==> src/rtl/alu_arbiter_if.sv <==
// One requester's link to alu_arbiter: an operand/opcode request and a one-entry
// buffered ALU response, each with its own valid/ready handshake.
interface alu_arbiter_if #(
  parameter int WIDTH = 16
);
  logic             req_valid;
  logic [WIDTH-1:0] req_a;
  logic [WIDTH-1:0] req_b;
  logic [1:0]       req_op;
  logic             req_ready;
  logic             resp_valid;
  logic [WIDTH-1:0] resp_result;
  logic             resp_zero;
  logic             resp_ready;

  modport master (
    output req_valid, req_a, req_b, req_op, resp_ready,
    input  req_ready, resp_valid, resp_result, resp_zero
  );

  modport slave (
    input  req_valid, req_a, req_b, req_op, resp_ready,
    output req_ready, resp_valid, resp_result, resp_zero
  );
endinterface

==> src/rtl/alu_arbiter.sv <==
// Shares one external 16-bit ALU between two requesters: one grant per cycle,
// round-robin or fixed priority, with a one-entry response buffer per requester.
module alu_arbiter #(
  parameter int WIDTH      = 16,
  parameter bit FIXED_PRIO = 1'b0
) (
  input  logic             clk,
  input  logic             rst_n,
  alu_arbiter_if.slave     req0_if,
  alu_arbiter_if.slave     req1_if,
  output logic [WIDTH-1:0] o_alu_in1,
  output logic [WIDTH-1:0] o_alu_in2,
  output logic [1:0]       o_alu_ctrl,
  input  logic [WIDTH-1:0] i_alu_answer,
  input  logic             i_alu_zero,
  output logic [15:0]      o_ops_count
);

  logic             r_resp_valid0;
  logic             r_resp_valid1;
  logic [WIDTH-1:0] r_resp_result0;
  logic [WIDTH-1:0] r_resp_result1;
  logic             r_resp_zero0;
  logic             r_resp_zero1;
  logic             r_last_grant;
  logic [15:0]      r_ops_count;

  logic w_elig0;
  logic w_elig1;
  logic w_gnt0;
  logic w_gnt1;

  // A full buffer being drained this cycle can accept a new result in the same cycle.
  // Readies are gated by rst_n so nothing is granted while reset is held.
  assign w_elig0 = rst_n && req0_if.req_valid && (!r_resp_valid0 || req0_if.resp_ready);
  assign w_elig1 = rst_n && req1_if.req_valid && (!r_resp_valid1 || req1_if.resp_ready);

  // On a tie requester 0 wins under fixed priority, or when requester 1 won last time.
  assign w_gnt0 = w_elig0 && (!w_elig1 || FIXED_PRIO || r_last_grant);
  assign w_gnt1 = w_elig1 && !w_gnt0;

  always_comb begin
    // NOTE: every output gets a default first, so no path through the block infers a latch.
    o_alu_in1  = '0;
    o_alu_in2  = '0;
    o_alu_ctrl = 2'b00;
    if (w_gnt0) begin
      o_alu_in1  = req0_if.req_a;
      o_alu_in2  = req0_if.req_b;
      o_alu_ctrl = req0_if.req_op;
    end else if (w_gnt1) begin
      o_alu_in1  = req1_if.req_a;
      o_alu_in2  = req1_if.req_b;
      o_alu_ctrl = req1_if.req_op;
    end
  end

  always_ff @(posedge clk or negedge rst_n) begin
    if (!rst_n) begin
      r_resp_valid0  <= 1'b0;
      r_resp_valid1  <= 1'b0;
      r_resp_result0 <= '0;
      r_resp_result1 <= '0;
      r_resp_zero0   <= 1'b0;
      r_resp_zero1   <= 1'b0;
      r_last_grant   <= 1'b1;
      r_ops_count    <= 16'd0;
    end else begin
      // NOTE: non-blocking assignments make every register sample pre-edge values,
      // so the result does not depend on statement order.
      if (w_gnt0) begin
        r_resp_valid0  <= 1'b1;
        r_resp_result0 <= i_alu_answer;
        r_resp_zero0   <= i_alu_zero;
      end else if (req0_if.resp_ready) begin
        r_resp_valid0  <= 1'b0;
      end

      if (w_gnt1) begin
        r_resp_valid1  <= 1'b1;
        r_resp_result1 <= i_alu_answer;
        r_resp_zero1   <= i_alu_zero;
      end else if (req1_if.resp_ready) begin
        r_resp_valid1  <= 1'b0;
      end

      if (w_gnt0 || w_gnt1) begin
        r_last_grant <= w_gnt1;
        r_ops_count  <= r_ops_count + 16'd1;
      end
    end
  end

  assign req0_if.req_ready   = w_gnt0;
  assign req1_if.req_ready   = w_gnt1;
  assign req0_if.resp_valid  = r_resp_valid0;
  assign req1_if.resp_valid  = r_resp_valid1;
  assign req0_if.resp_result = r_resp_result0;
  assign req1_if.resp_result = r_resp_result1;
  assign req0_if.resp_zero   = r_resp_zero0;
  assign req1_if.resp_zero   = r_resp_zero1;
  assign o_ops_count         = r_ops_count;

endmodule

==> src/flat_wrapper.sv <==
// flat-port wrapper written by rule: the top's interface ports become plain ports
module alu_arbiter_flat 
#(
  parameter int WIDTH      = 16,
  parameter bit FIXED_PRIO = 1'b0
)
  (clk, rst_n, o_alu_in1, o_alu_in2, o_alu_ctrl, i_alu_answer, i_alu_zero, o_ops_count, req0_if_req_valid, req0_if_req_a, req0_if_req_b, req0_if_req_op, req0_if_resp_ready, req0_if_req_ready, req0_if_resp_valid, req0_if_resp_result, req0_if_resp_zero, req1_if_req_valid, req1_if_req_a, req1_if_req_b, req1_if_req_op, req1_if_resp_ready, req1_if_req_ready, req1_if_resp_valid, req1_if_resp_result, req1_if_resp_zero);
  alu_arbiter_if #(.WIDTH(WIDTH)) req0_if_i ();
  alu_arbiter_if #(.WIDTH(WIDTH)) req1_if_i ();
  input  logic clk;
  input  logic rst_n;
  output logic [WIDTH-1:0] o_alu_in1;
  output logic [WIDTH-1:0] o_alu_in2;
  output logic [1:0] o_alu_ctrl;
  input  logic [WIDTH-1:0] i_alu_answer;
  input  logic i_alu_zero;
  output logic [15:0] o_ops_count;
  input wire logic [$bits(req0_if_i.req_valid)-1:0] req0_if_req_valid;
  input wire logic [$bits(req0_if_i.req_a)-1:0] req0_if_req_a;
  input wire logic [$bits(req0_if_i.req_b)-1:0] req0_if_req_b;
  input wire logic [$bits(req0_if_i.req_op)-1:0] req0_if_req_op;
  input wire logic [$bits(req0_if_i.resp_ready)-1:0] req0_if_resp_ready;
  output wire logic [$bits(req0_if_i.req_ready)-1:0] req0_if_req_ready;
  output wire logic [$bits(req0_if_i.resp_valid)-1:0] req0_if_resp_valid;
  output wire logic [$bits(req0_if_i.resp_result)-1:0] req0_if_resp_result;
  output wire logic [$bits(req0_if_i.resp_zero)-1:0] req0_if_resp_zero;
  input wire logic [$bits(req1_if_i.req_valid)-1:0] req1_if_req_valid;
  input wire logic [$bits(req1_if_i.req_a)-1:0] req1_if_req_a;
  input wire logic [$bits(req1_if_i.req_b)-1:0] req1_if_req_b;
  input wire logic [$bits(req1_if_i.req_op)-1:0] req1_if_req_op;
  input wire logic [$bits(req1_if_i.resp_ready)-1:0] req1_if_resp_ready;
  output wire logic [$bits(req1_if_i.req_ready)-1:0] req1_if_req_ready;
  output wire logic [$bits(req1_if_i.resp_valid)-1:0] req1_if_resp_valid;
  output wire logic [$bits(req1_if_i.resp_result)-1:0] req1_if_resp_result;
  output wire logic [$bits(req1_if_i.resp_zero)-1:0] req1_if_resp_zero;
  assign req0_if_i.req_valid = req0_if_req_valid;
  assign req0_if_i.req_a = req0_if_req_a;
  assign req0_if_i.req_b = req0_if_req_b;
  assign req0_if_i.req_op = req0_if_req_op;
  assign req0_if_i.resp_ready = req0_if_resp_ready;
  assign req0_if_req_ready = req0_if_i.req_ready;
  assign req0_if_resp_valid = req0_if_i.resp_valid;
  assign req0_if_resp_result = req0_if_i.resp_result;
  assign req0_if_resp_zero = req0_if_i.resp_zero;
  assign req1_if_i.req_valid = req1_if_req_valid;
  assign req1_if_i.req_a = req1_if_req_a;
  assign req1_if_i.req_b = req1_if_req_b;
  assign req1_if_i.req_op = req1_if_req_op;
  assign req1_if_i.resp_ready = req1_if_resp_ready;
  assign req1_if_req_ready = req1_if_i.req_ready;
  assign req1_if_resp_valid = req1_if_i.resp_valid;
  assign req1_if_resp_result = req1_if_i.resp_result;
  assign req1_if_resp_zero = req1_if_i.resp_zero;
  alu_arbiter #(.WIDTH(WIDTH), .FIXED_PRIO(FIXED_PRIO)) u_core (.clk(clk), .rst_n(rst_n), .req0_if(req0_if_i), .req1_if(req1_if_i), .o_alu_in1(o_alu_in1), .o_alu_in2(o_alu_in2), .o_alu_ctrl(o_alu_ctrl), .i_alu_answer(i_alu_answer), .i_alu_zero(i_alu_zero), .o_ops_count(o_ops_count));
endmodule
==> config.mk <==
export PLATFORM = sky130hd
export DESIGN_NAME = alu_arbiter_flat
export DESIGN_NICKNAME = d
export VERILOG_FILES = /design/src/rtl/alu_arbiter_if.sv /design/src/rtl/alu_arbiter.sv /design/src/flat_wrapper.sv
export SDC_FILE = /design/constraint.sdc
export NUM_CORES = 1
export LEC_CHECK = 0
export CAP_MARGIN = 10
export CORE_ASPECT_RATIO = 0.9
export CORE_UTILIZATION = 35
export DETAILED_ROUTE_END_ITERATION = 8
export PLACE_DENSITY = 0.81
export REMOVE_ABC_BUFFERS = 1
export SYNTH_ARGS = -nofsm -noshare
export SYNTH_HDL_FRONTEND = slang
export SYNTH_SLANG_ARGS = --single-unit
==> constraint.sdc <==
create_clock -name clk -period 2.1 [get_ports clk]
set_clock_uncertainty 0.1 [all_clocks]
set_input_delay 0.42 -clock clk [delete_from_list [all_inputs] [get_ports clk]]
set_output_delay 0.42 -clock clk [all_outputs]
set_load 0.02 [all_outputs]
==> impl_metrics.env, run 1 <==
export IMPL_ant_nets=0
export IMPL_area_growth_pct=103.0
export IMPL_clkPwrFrac_pct=14.5
export IMPL_core_area_um2=6691
export IMPL_setup_slack_ns=-0.2036
export IMPL_clock_path_buffers=2
export IMPL_failed_checks="negative setup slack"
export IMPL_ios=179
export IMPL_powerDensity_nw_per_um2=754.0
export IMPL_wl_per_cell_um=18.08
export IMPL_synth_seq_area_share_pct=53.59
export IMPL_reg2reg_from="u_core.req1_if.resp_valid"
export IMPL_clock_fmax_ghz=0.4341
export IMPL_finalWeightedCongestion=0.7581
export IMPL_cp_slowest_stage_delay_ns=0.60
export IMPL_layout_nets=499
export IMPL_path_max_fanout=5
export IMPL_clkTransAtPathRegs_ns=0.09
export IMPL_r2r_cells=9
export IMPL_chipWidth_um=90.69
export IMPL_combPwrFrac_pct=47.1
export IMPL_final_core_util_pct=75.17
export IMPL_p_sw_share_pct=33.88
export IMPL_start_util_pct=37.02
export IMPL_status="finished with violations"
export IMPL_slew_headroom_pct=79.44
export IMPL_period_minus_slack_ns=2.304
export IMPL_drt_total_wl_um=9005
export IMPL_cts_tree="done"
export IMPL_drtPass1Iterations=4
export IMPL_ys_types=30
export IMPL_worstMarginPinSlew_ns=0.3072
export IMPL_required_ns=1.58
export IMPL_synthesis_instances=187
export IMPL_path_delay_family="flip-flops"
export IMPL_vias_per_cell=4.952
export IMPL_peakVddDrop_mv=0.6225
export IMPL_regToRegSetupSlack_ns=0.09
export IMPL_htree_levels=2
export IMPL_num_rows=28
export IMPL_rsz0062_at_grt="yes"
export IMPL_cts_root_buf="clkbuf_8"
export IMPL_end_kind="primary output"
export IMPL_vias=2466
export IMPL_synth_area_um2=2477
export IMPL_cap_violations=0
export IMPL_grt_ovfl_total=0
export IMPL_p_total_w=0.003793
export IMPL_hold_violations=0
export IMPL_drc=0
export IMPL_initialDrtViolationCount=32
export IMPL_internal_power_w=0.002508
export IMPL_antenna_found_initial=0
export IMPL_die_area_um2=7419
export IMPL_cts_buffers=5
export IMPL_fin_crit_sh_pct=109.7
export IMPL_syn_avg_cell_area_um2=13.25
export IMPL_crit_top_cell="buf_6"
export IMPL_cp_arrival_ns=1.78
export IMPL_cp_cell_sequence="a311oi_4 -> buf_6 -> buf_6 -> buf_12 -> a22o_1 -> buf_6"
export IMPL_p_sw_w=0.001285
export IMPL_grt_pass1_vias=2469
export IMPL_yosysWarnings=0
export IMPL_drive_gt1_share_pct=32.84
export IMPL_hpwlAfterDp_um=6269
export IMPL_slew_violations=0
export IMPL_numPortBuffers=178
export IMPL_start_kind="flip-flop"
export IMPL_p_leak_nw=2.190
export IMPL_diodes=0
export IMPL_hold_path_class="in -> async"
export IMPL_crit_buf_inv=4
export IMPL_ys_seq_elements=53
export IMPL_grt_pass1_wl_um=12880
export IMPL_setup_violations=35
export IMPL_grt_use_total_pct=22.91
export IMPL_clock_latency_ns=0.30
export IMPL_die_h_um=81.82
export IMPL_slowest_stage="dfstp_2"
export IMPL_cts_sinks=53
export IMPL_grt_start_max_net_pins=23
export IMPL_crit_cells=6
export IMPL_startpoint="u_core.r_last_grant"
export IMPL_nFillCells=468
export IMPL_p_seq_share_pct=38.4
export IMPL_rr_endpoint="u_core.req1_if.resp_result[2]"
export IMPL_criticalPathCategory="reg -> out"
## sequential cells by signal (all words and copies together) (netlist names)
| name | flops |
|---|---|
| u_core.req1_if.resp_zero | 1 |
| u_core.o_ops_count | 16 |
| u_core.req1_if.resp_valid | 1 |
| u_core.req0_if.resp_result | 16 |
| u_core.r_last_grant | 1 |
| u_core.req0_if.resp_zero | 1 |
| u_core.req1_if.resp_result | 16 |
| u_core.req0_if.resp_valid | 1 |
## final cells by class
class | count | area [um2] | area share [%]
clock inverter | 1 | 5.005 | 0.09950
sequential | 53 | 1328 | 26.39
clock buffer | 7 | 76.32 | 1.517
multi-input combinational | 122 | 1181 | 23.48
timing repair buffer | 224 | 2323 | 46.19
tap | 90 | 112.6 | 2.239
inverter | 1 | 3.754 | 0.07463
## cells by family after synthesis
| family | count (synthesis) | synth area share (%) |
|---|---|---|
| muxes | 35 | 15.91 |
| adders and majority gates | 1 | 0.5050 |
| buffers and inverters | 12 | 2.828 |
| xor gates and xnor gates | 15 | 5.303 |
| and+or+nand+nor | 33 | 7.678 |
| AOI/OAI and AO/OA | 38 | 14.19 |
| DFF | 53 | 53.59 |
## how the worst max path moves through the flow
stage                    endpoint  slack (ns)
CTS                  o_alu_in1[4]       -0.30
floorplan           o_alu_ctrl[0]       -0.92
detailed placement   o_alu_in1[9]       -0.87
global placement     o_alu_in1[1]       -0.83
global route         o_alu_in1[4]       -0.25
finish               o_alu_in1[4]       -0.20
## synth_stat cells
cell | instances | area share, %
dfrtp_1 | 52 | 53
a22o_1 | 34 | 12
mux2_2 | 21 | 9.5
mux2_1 | 14 | 6.4
xnor2_1 | 14 | 4.9
nand4_1 | 8 | 2.0
nand3_1 | 6 | 1.2
buf_2 | 5 | 1.0
nand2_1 | 5 | 0.76
and3_1 | 3 | 0.76
buf_4 | 3 | 0.91
nor2_1 | 3 | 0.45
clkbuf_1 | 2 | 0.30
a21o_1 | 1 | 0.30
a311oi_4 | 1 | 1.1
and2_1 | 1 | 0.25
and4_1 | 1 | 0.35
buf_6 | 1 | 0.45
dfstp_2 | 1 | 1.1
ha_1 | 1 | 0.50
inv_1 | 1 | 0.15
nand2b_1 | 1 | 0.25
nor2_2 | 1 | 0.25
nor2b_2 | 1 | 0.35
nor3_2 | 1 | 0.40
o21ai_0 | 1 | 0.20
o2bb2ai_2 | 1 | 0.61
or2_2 | 1 | 0.25
or3b_2 | 1 | 0.35
xor2_1 | 1 | 0.35
## through the flow
step	area, um2	std cells	setup TNS (ns)	worst slack, ns	hold slack [ns]
after floorplan	2411	176	-53.87	-0.9225	0.02441
after global placement	4508	466	-33.48	-0.8319	0.3259
after detailed placement	4508	466	-36.16	-0.8740	0.3227
after CTS	5012	497	-8.734	-0.3010	0.02666
after global routing	5030	498	-7.075	-0.2508	0.04335
final	5030	498	-4.938	-0.2036	0.03096
## timing repair
action,CTS,global route
gates cloned,4,1
pin swaps,25,14
gates resized for setup,258,7
buffers inserted,20,4
hold endpoints to repair,15,0
hold buffers,1,0
endpoints found under the setup margin,36,50
## placed cells by master (no fill, tap or decap), types with 2 or more instances in the layout
master,netlist,routed
buf_16,0,3
clkdlybuf4s50_1,0,137
mux2_4,0,14
nand2_1,5,3
dfrtp_1,52,52
a22o_1,34,32
clkbuf_8,0,5
xnor2_1,14,14
nand3_1,6,6
mux2_2,21,18
a22o_4,0,2
buf_12,0,3
nand2_2,0,2
buf_4,3,27
clkbuf_1,2,2
buf_8,0,2
dlygate4sd2_1,0,3
nand4_1,8,8
buf_2,5,2
mux2_1,14,3
nor2_1,3,3
buf_6,1,44
and3_1,3,3
## per-layer routing
metal,up-vias,share of wire [%],GRT usage [%]
li1,1138,-,-
met1,1212,37,24.94
met2,104,54,43.41
met3,12,6.9,6.019
met4,0,2.1,8.387
met5,-,0,0
## power groups by stage
stage	clock [W]	combinational, W	sequential [W]
2_1_floorplan	0	0.000426	0.00171
3_3_place_gp	0	0.00157	0.00145
3_5_place_dp	0	0.00159	0.00147
4_1_cts	0.000565	0.00177	0.00145
5_1_grt	0.000602	0.00187	0.00149
6_report	0.000551	0.00179	0.00146
Note: power is estimated with default switching activity, not from simulation.
==> run 2: changes to the inputs <==
--- a/config.mk
+++ b/config.mk
@@ -8,9 +8,11 @@
 export CAP_MARGIN = 10
 export CORE_ASPECT_RATIO = 0.9
 export CORE_UTILIZATION = 35
+export CTS_CLUSTER_SIZE = 8
 export DETAILED_ROUTE_END_ITERATION = 8
 export PLACE_DENSITY = 0.81
 export REMOVE_ABC_BUFFERS = 1
+export SLEW_MARGIN = 20
 export SYNTH_ARGS = -nofsm -noshare
 export SYNTH_HDL_FRONTEND = slang
 export SYNTH_SLANG_ARGS = --single-unit
==> results of run 2 <==
No change in the layout: final DEF, timing and power equal those of run 1.
==> edit 1 (settings of run 2) <==
`FIXED_PRIO` is set to 1'b0 in 2 places; all go to 1'b1.
--- a/src/rtl/alu_arbiter.sv
+++ b/src/rtl/alu_arbiter.sv
@@ -4,3 +4,3 @@
   parameter int WIDTH      = 16,
-  parameter bit FIXED_PRIO = 1'b0
+  parameter bit FIXED_PRIO = 1'b1
 ) (
--- a/src/flat_wrapper.sv
+++ b/src/flat_wrapper.sv
@@ -4,3 +4,3 @@
   parameter int WIDTH      = 16,
-  parameter bit FIXED_PRIO = 1'b0
+  parameter bit FIXED_PRIO = 1'b1
 )
Formal check against the unedited RTL: not equivalent (Yosys sat finds a counterexample within 4 cycles, from zero or initial values and one cycle with rst_n low).
==> edit 1 against run 2 <==
The flow still finishes with violations (setup timing); power decreased by 9.0%; wire length grew 2.2%; maximum frequency is 6.7% higher; first-iteration DRC count increased by 130%; count of clock-buffer cells in the layout unchanged; utilization decreased by 3.1 points; die area fell by 0.15%; final cell count shrank 4.2%; largest cell class unchanged; design area shrank 4.2%; synthesized area decreased by 0.15%; sequential cell count decreased by 1; highest routed layer unchanged; critical path depth increased by 1; worst setup slack gained 140 ps.
==> edit 1: results (changes against run 2) <==
{| class="wikitable"
! Metric !! Value
|-
| Outcome || finished, violations left (unchanged)
|-
| Number of gates resized after cts || 211 (was 258)
|-
| Fraction of the yosys area taken by sequential cells || 0.526 (was 0.536)
|-
| Wire length of the first global-routing pass || 13,200 microns (was 12,900 microns)
|-
| Failing checks || setup timing (unchanged)
|-
| Peak supply drop || 0.000499 V (was 0.000623 V)
|-
| Post-CTS setup buffer count || 6 (was 20)
|-
| Setup slack of the worst register-to-register path || 250 ps (was 90 ps)
|-
| Detailed placer's ending HPWL || 6140 microns (was 6270 microns)
|-
| Launch instance of the worst register-to-register path || u_core.req0_if.resp_valid$_DFFE_PN0P_ (was u_core.req1_if.resp_valid$_DFFE_PN0P_)
|-
| Overall fraction of global-route tracks in use || 0.235 (was 0.229)
|-
| Leakage power summed over all cells || 2.06 nW (was 2.19 nW)
|-
| Power per cell area || 716 nW/um^2 (was 754 nW/um^2)
|-
| Share of final-layout standard cells stronger than drive strength 1 || 0.264 (was 0.328)
|-
| End of the critical path || o_alu_in2[6] (was o_alu_in1[4])
|-
| Share of power burned in the clock network || 0.168 (was 0.145)
|-
| Count of placed standard cells including taps || 453 (was 466)
|-
| Crit path largest cell delay || 390 ps (was 600 ps)
|-
| Number of global-route vias before repair || 2,386 (was 2,469)
|-
| Mean number of vias per cell || 5.06 (was 4.95)
|-
| Routability cong. || 0.833 (was 0.758)
|-
| Relative slew margins || 0.648 (was 0.794)
|-
| Reg2Reg Capture Point || u_core.req1_if.resp_result[5]$_DFFE_PN0P_ (was u_core.req1_if.resp_result[2]$_DFFE_PN0P_)
|-
| Flip-flop and latch count after synthesis || 52 (was 53)
|-
| Worst setup margin || -58.8 ps (was -204 ps)
|-
| Crit path max-delay family || buffers and inverters (was flip-flops)
|-
| Count of final setup violators || 31 (was 35)
|-
| Die W || 90.6 microns (was 90.7 microns)
|}
## edit 1: changes by cell type after synthesis, moves of 2 or more
cell,run 2,this run
sky130_fd_sc_hd__and4_1,1,3
sky130_fd_sc_hd__and2_1,1,3
sky130_fd_sc_hd__nand2_1,5,3
sky130_fd_sc_hd__nor2_1,3,0
sky130_fd_sc_hd__nand3_1,6,4
## edit 1: cell families after synthesis
kind of cell | after synthesis | share of synthesized area
xor+xnor | 15 | 0.0531
fa+ha+maj | 1 | 0.00506
flops | 52 | 0.526
compound gates | 36 | 0.134
buf+inv | 13 | 0.0319
simple gates | 32 | 0.0911
mux | 35 | 0.159
## edit 1: layer usage
layer / up-vias / wire (microns) / GRT usage
li1: 1096 / - / -
met5: - / 0 / 0
met4: 0 / 149 / 0.0500
met1: 1212 / 3870 / 0.304
met2: 95 / 4600 / 0.395
met3: 12 / 589 / 0.0667
==> edit 2 (flow settings as in run 2) <==
Made on the original files. Register the output `o_ops_count` once more, with the module's reset; this adds one clock of latency there. The other outputs are not delayed to match.
--- a/src/rtl/alu_arbiter.sv
+++ b/src/rtl/alu_arbiter.sv
@@ -101,3 +101,9 @@
   assign req1_if.resp_zero   = r_resp_zero1;
-  assign o_ops_count         = r_ops_count;
+  always_ff @(posedge clk or negedge rst_n) begin
+    if (!rst_n) begin
+      o_ops_count <= '0;
+    end else begin
+      o_ops_count <= r_ops_count;
+    end
+  end
 
Check against the original RTL: not equivalent (Yosys sat finds a counterexample within 4 cycles, from zero or initial values and one cycle with rst_n low).
==> edit 2 against run 2 <==
The run ends with DRC, setup timing left; worst setup slack worse by 3.3 ps; design area is 6.6% higher; largest cell class unchanged; power increased by 17%; final cell count rose by 4.2%; register-to-register slack improved by 50 ps; sequential cell count grew 16; count of clock-buffer cells in the layout grew 8; die area grew 17%; largest power group is now registers; wire length is 2.9% higher; synthesized area up 17%.
==> edit 2: results (changes against run 2) <==
{| class="wikitable"
! Metric !! Value
|-
| Outcome || finished, violations left (unchanged)
|-
| Failing checks || DRC, setup timing (was setup timing)
|-
| Routed met3 length || 556 microns (was 617 microns)
|-
| Number of global-route vias before repair || 2,653 (was 2,469)
|-
| Peak supply drop || 0.000675 V (was 0.000623 V)
|-
| DRC Markers || 18 (was 0)
|-
| Overall fraction of global-route tracks in use || 0.216 (was 0.229)
|-
| Worst setup margin || -207 ps (was -204 ps)
|-
| End of the critical path || o_alu_in1[12] (was o_alu_in1[4])
|-
| Largest driver fanout on the critical path || 9 (was 5)
|-
| Initial detailed-routing violation count || 134 (was 32)
|-
| Clock latency on the worst-skew pair || 330 ps (was 300 ps)
|-
| Share of final-layout standard cells stronger than drive strength 1 || 0.269 (was 0.328)
|-
| List of most frequent post-synthesis cells || 68 x sky130_fd_sc_hd__dfrtp_1, 34 x sky130_fd_sc_hd__a22o_1, 21 x sky130_fd_sc_hd__mux2_2, 14 x sky130_fd_sc_hd__mux2_1, 14 x sky130_fd_sc_hd__xnor2_1 (was 52 x sky130_fd_sc_hd__dfrtp_1, 34 x sky130_fd_sc_hd__a22o_1, 21 x sky130_fd_sc_hd__mux2_2, 14 x sky130_fd_sc_hd__mux2_1, 14 x sky130_fd_sc_hd__xnor2_1)
|-
| Mux share of post-synthesis cell area || 0.136 (was 0.159)
|-
| Count of placed standard cells including taps || 486 (was 466)
|-
| Fill cell count || 591 (was 468)
|-
| Total Routed Length || 9260 microns (was 9010 microns)
|-
| Synth Area in Compound Gates || 0.119 (was 0.142)
|-
| Routability cong. || 0.766 (was 0.758)
|-
| Leakage power summed over all cells || 2.33 nW (was 2.19 nW)
|-
| 1st-pass router iterations || 7 (was 4)
|-
| Final Instance Count excl. Fillers || 519 (was 498)
|-
| Count of unique library cells instantiated by Yosys || 29 (was 30)
|-
| Detailed placer's ending HPWL || 6420 microns (was 6270 microns)
|-
| Clock-pin transition on the worst setup and hold timing paths || 60 ps (was 90 ps)
|-
| Count of final setup violators || 35 (unchanged)
|-
| Mapped Cells || 207 (was 187)
|-
| Setup slack of the worst register-to-register path || 140 ps (was 90 ps)
|}
-- edit 2: critical path, cell delays in order --
cell and delay (ps):
sky130_fd_sc_hd__dlygate4sd2_1 240, sky130_fd_sc_hd__nand2b_4 160, sky130_fd_sc_hd__a311oi_4 290, sky130_fd_sc_hd__buf_6 180, sky130_fd_sc_hd__buf_12 110, sky130_fd_sc_hd__buf_16 110
sky130_fd_sc_hd__a22o_1 140, sky130_fd_sc_hd__buf_6 120
-- edit 2: metrics by stage --
stage                     hold WS, ps  TNS (ps)  cell area (sq um)
after floorplan                  24.4    -53020               2820
after global placement            288    -37220               4860
after detailed placement          285    -39380               4860
after CTS                         271     -9100               5370
after global routing              308     -8840               5360
final                             242     -6310               5360
-- edit 2: layer usage --
metal,up-vias,global-route usage
met2,107,0.424
li1,1184,-
met4,0,0.0689
met5,-,0
met1,1278,0.240
met3,14,0.0387
-- edit 2: cell type report --
cell class	count	area, sq um	area share
clock inverters	1	5.00	0.000933
repair buffers	209	2190	0.408
well taps	99	124	0.0231
flip-flops and latches	69	1730	0.322
clock buffers	15	166	0.0310
multi-input cells	126	1150	0.214
-- edit 2: power groups by stage --
stage / Combinational, mW / Clock, mW / Sequential [mW]
after global routing: 1.77 / 1.03 / 1.84
final: 1.68 / 0.940 / 1.80
after CTS: 1.70 / 0.961 / 1.80
after global placement: 1.55 / 0 / 1.81
after floorplan: 0.434 / 0 / 2.05
after detailed placement: 1.58 / 0 / 1.82
-- edit 2: repair_timing --
item / 4_1_cts / 5_1_grt
setup endpoints to repair: 61 / 56
gates cloned: 6 / 0
setup buffers: 12 / 5
pin swaps: 15 / 14
resized for setup: 232 / 14
